File: src/rtl/sysid_boot_check.sv
// Boot-time check of the system-ID slave, then 1-cycle-latency CPU read passthrough.
// Optional: define SYSID_LOCKOUT_EN to return a fixed poison word in FAIL instead of slave data.
module sysid_boot_check #(
  parameter logic [31:0] EXP_ID        = 32'h0000_0000,
  parameter logic [31:0] EXP_TS        = 32'd1382618285,
  parameter int unsigned SETTLE_CYCLES = 4,
  parameter int unsigned MAX_RETRY     = 3
) (
  input  logic        clock,
  input  logic        reset_n,
  output logic        sid_address,
  input  logic [31:0] sid_readdata,
  input  logic        cpu_address,
  input  logic        cpu_read,
  output logic        cpu_waitrequest,
  output logic [31:0] cpu_readdata,
  output logic        cpu_readdatavalid,
  output logic        boot_done,
  output logic        boot_ok,
  output logic [1:0]  retry_count,
  output logic [1:0]  id_mismatch
);

  localparam int unsigned DATA_W = 32;
  localparam int unsigned CNT_W  = 8;
  localparam int unsigned RTY_W  = 2;
`ifdef SYSID_LOCKOUT_EN
  localparam logic [DATA_W-1:0] LOCKOUT_WORD = 32'hBAD1_D000;
`endif

  typedef enum logic [2:0] {
    S_SETTLE, S_RD_ID, S_RD_TS, S_CHECK, S_PASS, S_FAIL
  } state_e;

  state_e              state_q, state_d;
  logic [CNT_W-1:0]    cnt_q, cnt_d;
  logic [DATA_W-1:0]   id_q, id_d, ts_q, ts_d;
  logic [RTY_W-1:0]    retry_q, retry_d, mism_q, mism_d;
  logic                done_q, done_d, ok_q, ok_d, wait_q, wait_d;
  logic [DATA_W-1:0]   rdata_q, rdata_d;
  logic                rvalid_q, rvalid_d;

  // Registered state, synchronous active-low reset.
  always_ff @(posedge clock) begin
    if (!reset_n) begin
      state_q  <= S_SETTLE;
      cnt_q    <= '0;
      id_q     <= '0;
      ts_q     <= '0;
      retry_q  <= '0;
      mism_q   <= '0;
      done_q   <= 1'b0;
      ok_q     <= 1'b0;
      wait_q   <= 1'b1;
      rdata_q  <= '0;
      rvalid_q <= 1'b0;
    end else begin
      state_q  <= state_d;
      cnt_q    <= cnt_d;
      id_q     <= id_d;
      ts_q     <= ts_d;
      retry_q  <= retry_d;
      mism_q   <= mism_d;
      done_q   <= done_d;
      ok_q     <= ok_d;
      wait_q   <= wait_d;
      rdata_q  <= rdata_d;
      rvalid_q <= rvalid_d;
    end
  end

  // Next-state, slave address mux and CPU read capture.
  always_comb begin
    state_d     = state_q;
    cnt_d       = cnt_q;
    id_d        = id_q;
    ts_d        = ts_q;
    retry_d     = retry_q;
    mism_d      = mism_q;
    done_d      = done_q;
    ok_d        = ok_q;
    wait_d      = wait_q;
    rdata_d     = rdata_q;
    rvalid_d    = 1'b0;
    sid_address = 1'b0;

    case (state_q)
      S_SETTLE: begin
        if (cnt_q == CNT_W'(SETTLE_CYCLES - 1)) begin
          state_d = S_RD_ID;
          cnt_d   = '0;
        end else begin
          cnt_d = cnt_q + CNT_W'(1);
        end
      end
      S_RD_ID: begin
        id_d    = sid_readdata;
        state_d = S_RD_TS;
      end
      S_RD_TS: begin
        sid_address = 1'b1;
        ts_d        = sid_readdata;
        state_d     = S_CHECK;
      end
      S_CHECK: begin
        mism_d = {ts_q != EXP_TS, id_q != EXP_ID};
        if (mism_d == '0) begin
          state_d = S_PASS;
          done_d  = 1'b1;
          ok_d    = 1'b1;
          wait_d  = 1'b0;
        end else begin
          retry_d = retry_q + RTY_W'(1);
          if (retry_d == RTY_W'(MAX_RETRY)) begin
            state_d = S_FAIL;
            done_d  = 1'b1;
            wait_d  = 1'b0;
          end else begin
            state_d = S_SETTLE;
          end
        end
      end
      S_PASS, S_FAIL: begin
`ifdef SYSID_LOCKOUT_EN
        if (state_q == S_FAIL) begin
          if (cpu_read) begin
            rdata_d  = LOCKOUT_WORD;
            rvalid_d = 1'b1;
          end
        end else
`endif
        begin
          sid_address = cpu_address;
          if (cpu_read) begin
            rdata_d  = sid_readdata;
            rvalid_d = 1'b1;
          end
        end
      end
      default: state_d = S_SETTLE;
    endcase
  end

  assign cpu_waitrequest   = wait_q;
  assign cpu_readdata      = rdata_q;
  assign cpu_readdatavalid = rvalid_q;
  assign boot_done         = done_q;
  assign boot_ok           = ok_q;
  assign retry_count       = retry_q;
  assign id_mismatch       = mism_q;

endmodule

File: config.mk
export PLATFORM = sky130hd
export DESIGN_NAME = sysid_boot_check
export DESIGN_NICKNAME = d
export VERILOG_FILES = /design/src/rtl/sysid_boot_check.sv
export SDC_FILE = /design/constraint.sdc
export NUM_CORES = 1
export LEC_CHECK = 0
export ABC_AREA = 0
export CAP_MARGIN = 20
export CORE_MARGIN = 10
export CORE_UTILIZATION = 43
export CTS_CLUSTER_DIAMETER = 40
export DETAILED_ROUTE_END_ITERATION = 8
export HOLD_SLACK_MARGIN = 0.05
export PLACE_DENSITY = 0.69
export RECOVER_POWER = 50
export SETUP_SLACK_MARGIN = 0.1
export SLEW_MARGIN = 20
export SYNTH_ARGS = -nofsm -noshare
export SYNTH_HDL_FRONTEND = slang
export SYNTH_SLANG_ARGS = --single-unit
File: constraint.sdc
create_clock -name clock -period 2.9 [get_ports clock]
set_input_delay 0.87 -clock clock [delete_from_list [all_inputs] [get_ports clock]]
set_output_delay 0.87 -clock clock [all_outputs]
set_load 0.02 [all_outputs]
# == After elaboration in Yosys (flattened, before gate mapping) ==
# Index checks and enable logic that the tools add are counted.
# op_classes
n_addsub,2
eq_ne,9
mux,11
n_bitwise,2
n_reduce_logical,11
# ops
op,count
$ne A32 B31 Y1 const B,1
$reduce_bool A32 Y1,1
$pmux W3 S5,1
$reduce_and A2 Y1,6
$mux W3,3
$add A8 B1 Y8 const B,1
$eq A8 B2 Y1 const B,1
$mux W8,1
$eq A3 B2 Y1 const B,2
$eq A3 B3 Y1 const B,2
$mux W1,5
$eq A3 B1 Y1 const B,1
$logic_not A3 Y1,1
$add A2 B1 Y2 const B,1
$eq A2 B2 Y1 const B,1
$logic_not A2 Y1,1
$ne A2 B2 Y1 const B,1
$not A1 Y1,2
$pmux W1 S2,1
$reduce_bool A2 Y1,1
$reduce_or A2 Y1,1
# totals
ff_bits,115
in_bits,36
word_cells,46

# == Logic depth before layout (Yosys ltp) ==
# depth
depth_word,5
depth_mapped,7
mapped_depth_nobuf,6

# == Least setup slack after synthesis ==
# Ideal clock, no wire load.
# synth_timing
path_type,register to output
startpoint,register state_q[0]
endpoint,output port sid_address
t_arrival_ns,1.414
required_time_ns,2.030
path_slack_ns,0.616
path_stages_with_launch,6
path_buffers,3
cell_sequence,dfxtp_1 -> clkbuf_1 -> or3b_2 -> clkbuf_1 -> clkbuf_1 -> nand2_1
# synth_between
elab_chain_len,3
# synth_rtl
element,line,text
start: declaration,35,"state_e state_q, state_d;"
start signal: assignment,58,state_q <= state_d;
$eq A3 B3 Y1,87,case (state_q)
$reduce_or A2 Y1,87,
$pmux W1 S2 *,87,
end: declaration,11,"output logic sid_address,"
# Mark *: on every way between the ends. The rest lies on a longest branch, timed or not.

# == Worst setup path in the final report ==
# Ends and elaborated chain as after synthesis.

==> impl_metrics.py <==
metrics = {
    "synthesis": {
        "synth_xor_area_share_pct": 0.382,
        "postSynthCellCount": 538,
        "avgSynthCellArea_um2": 8.51,
        "synth_compound_area_share_pct": 19.1,
        "synth_edf_count": 0,
        "synth_area_mm2": 0.00458,
        "synth-seq-cells": 115,
        "ys.flop_type": "dfxtp_1",
        "synthAdderAreaFrac_pct": 0.546,
        "synth_top_family_by_area": "simple AND/OR/NAND/NOR gates",
        "yosysTopAreaCell": "dfxtp_1",
        "ys_types": 37,
        "synth_warnings": 0,
        "synth_top_area_share_pct": 50.3,
        "yosys.area_share.simple_pct": 25.3,
        "seq_area_frac_synth_pct": 50.3,
        "async_flop_share_pct": 0,
        "syn_nets": 576,
        "synth_mux_area_share_pct": 0.874,
        "netlist_top_cells_area": "dfxtp_1 (50%), nand2_1 (17%), a21boi_0 (16%), clkbuf_1 (2.5%), nor4_1 (1.2%)",
    },
    "placed_design": {
        "gp_congestion": 0.801,
        "dpl_cell_area_mm2": 0.00543,
        "port_buffers": 76,
        "place_hpwl_mm": 7.58,
    },
    "routing": {
        "drc": 0,
        "routed_via_density": 5.09,
        "dr.pass1.iters": 4,
        "drt-initial-drc-count": 266,
        "num_vias": 3836,
        "wl_per_cell_um": 14.8,
        "drt-total-wl_mm": 11.2,
        "ant_nets": 0,
    },
    "final_layout": {
        "final_layout_size_suffix_gt1_share_pct": 8.09,
        "mostFrequentLayoutCell": "nand2_1",
        "area_delta_synth_final_pct": 31.7,
        "fin_nets": 643,
        "final_cell_area_mm2": 0.00603,
        "layout_common_cells": "nand2_1 (202), dfxtp_1 (113), a21boi_0 (99), clkdlybuf4s50_1 (74), clkbuf_16 (16)",
        "antenna_cells": 0,
    },
    "floorplanning": {
        "start_util_pct": 44.2,
        "ioPinCount": 77,
        "num_rows": 37,
        "chipHeight_um": 123,
        "die_w_um": 123,
        "dieArea_mm2": 0.0152,
        "coreArea_mm2": 0.0104,
    },
    "setup_path": {
        "crit_path_max_fanout": 7,
        "reg2reg_to": "cpu_waitrequest",
        "endpoint_kind": "primary output",
        "cp_slowest_cell": "or3b_2",
        "reg2reg_depth": 5,
        "critical-path-max-stage-delay_ps": 490,
        "reg2reg_slack_ps": 590,
        "crit_chain": "or3b_2, nand2_1, dlygate4sd2_1",
        "r2r-start": "ts_q[26]",
        "crit_arrival_ps": 1780,
        "path_class": "flip-flop to primary output",
        "start_kind": "flip-flop",
        "required_ps": 2030,
    },
    "cts": {
        "cts_buffer_depth": 2,
        "cts_root_buffer": "clkbuf_8",
        "cts_inserted_buffers": 17,
        "post_cts_buffers": 0,
        "cts.sinks": 115,
        "clk_latency_ps": 500,
        "postCtsHoldBufs": 0,
        "clk_pin_slew_ps": 50,
        "cts_tree": "yes",
        "htreeDepth": 4,
    },
    "sta": {
        "min_period_ps": 2650,
        "final.setup_skew_ps": 5.88,
        "tightest_slew_ps": 1500,
        "slew_viol_final": 43,
        "setup_tns_ps": 0,
        "max_freq_ghz": 0.378,
        "rsz0062_at_grt": "false",
        "finalSetupViolCount": 0,
        "hold_violations": 0,
        "slew_headroom_pct": -0.0805,
        "final.period_utilization_pct": 91.3,
    },
    "power_and_ir_drop": {
        "power_density_mw_per_mm2": 827,
        "leakagePower_uw": 0.00209,
        "irDropWorstVdd_v": 0.000479,
    },
    "hold_path": {
        "min_to": "boot_done",
        "hold_path_class": "flip-flop to flip-flop",
        "hold_path_depth": 2,
        "worstHoldStart": "boot_done",
    },
    "global_routing": {
        "grt_max_degree": 63,
        "grt_overflow": 0,
        "grt_pass1_wl_mm": 19.0,
        "track_usage_pct": 15.4,
        "antenna_found_initial": 0,
        "grt_pass1_vias": 3879,
    },
    "flow_run": {
        "drv_cap": 1,
    },
    "status": {
        "outcome": "finished with violations",
        "violations": "max-capacitance violations, max-slew violations",
    },
}
==> final cells by class <==
type / count / area [um^2]
Fill cell: 961 / 4340
Sequential cell: 115 / 2300
Multi-Input combinational cell: 382 / 2120
Timing Repair Buffer: 85 / 808
Clock buffer: 18 / 428
Clock inverter: 14 / 185
Tap cell: 136 / 170
Inverter: 4 / 15.0
==> layer usage <==
layer	up-vias	wire length [um]	track usage (%)
met3	10	518	4.51
met1	1831	4930	18.0
met4	0	137	5.39
li1	1921	-	-
met2	74	5590	26.3
met5	-	0	0
==> worst max path at each step <==
stage	startpoint	to	slack, ps	cells past startpoint
2_1_floorplan	state_q[0]	sid_address	620	5
3_3_place_gp	cpu_address	sid_address	-10	4
3_5_place_dp	cpu_address	sid_address	-10	4
4_1_cts	state_q[0]	sid_address	210	3
5_1_grt	state_q[2]	sid_address	140	4
6_report	state_q[0]	sid_address	250	3
==> power breakdown <==
part           leakage, uW  internal [uW]  switching (uW)
logic             0.000867            365             552
registers         0.000931           1800             136
clock network     0.000297           1410             729
total              0.00209           3580            1420
==> kinds of logic after synthesis <==
| logic type | Yosys count |
|---|---|
| simple gates | 259 |
| compound gates | 115 |
| flops | 115 |
| buf+inv | 41 |
| mux | 4 |
| xor+xnor | 2 |
| fa+ha+maj | 2 |
==> metrics by stage <==
stage / cells / power (uW) / worst slack (ps) / util [%] / hold WS [ps]
final: 754 / 4990 / 252 / 58.2 / 455
after global routing: 754 / 5260 / 137 / 58.2 / 484
after CTS: 754 / 5040 / 212 / 58.3 / 459
after detailed placement: 722 / 2880 / -14.4 / 52.4 / 451
after global placement: 722 / 2840 / -11.9 / 52.4 / 444
after floorplan: 538 / 2590 / 616 / - / 438
==> cell usage after synthesis (4+ instances only) <==
master and n:
nor4_1 9, o21ai_0 4, a21boi_0 99, mux2i_1 4
nand4_1 4, nor3b_1 4, dfxtp_1 115, inv_1 4
clkbuf_1 30, buf_2 7, nor2_1 4, a21oi_1 4
nor4bb_1 4, nand2_1 202, nor2b_1 8
==> worst max-delay path: cells and delay by family, from the launching register on <==
family	cells	cell delay, ps
AND/OR/NAND/NOR	2	550
flip-flops	1	390
buffers and inverters	1	330
==> sequential cells by signal (all words and copies together) (netlist names) <==
name               count
state_q                3
cpu_readdatavalid      1
cpu_waitrequest        1
id_mismatch            2
id_q                  32
ts_q                  32
cpu_readdata          32
boot_done              1
retry_count            2
cnt_q                  8
boot_ok                1
==> timing repair <==
action / in CTS / in global routing
endpoints found under the setup margin: 1 / 0
endpoints found under the hold margin: 0 / 0
resized for setup: 3 / 0
Note: power is estimated with default switching activity, not from simulation.
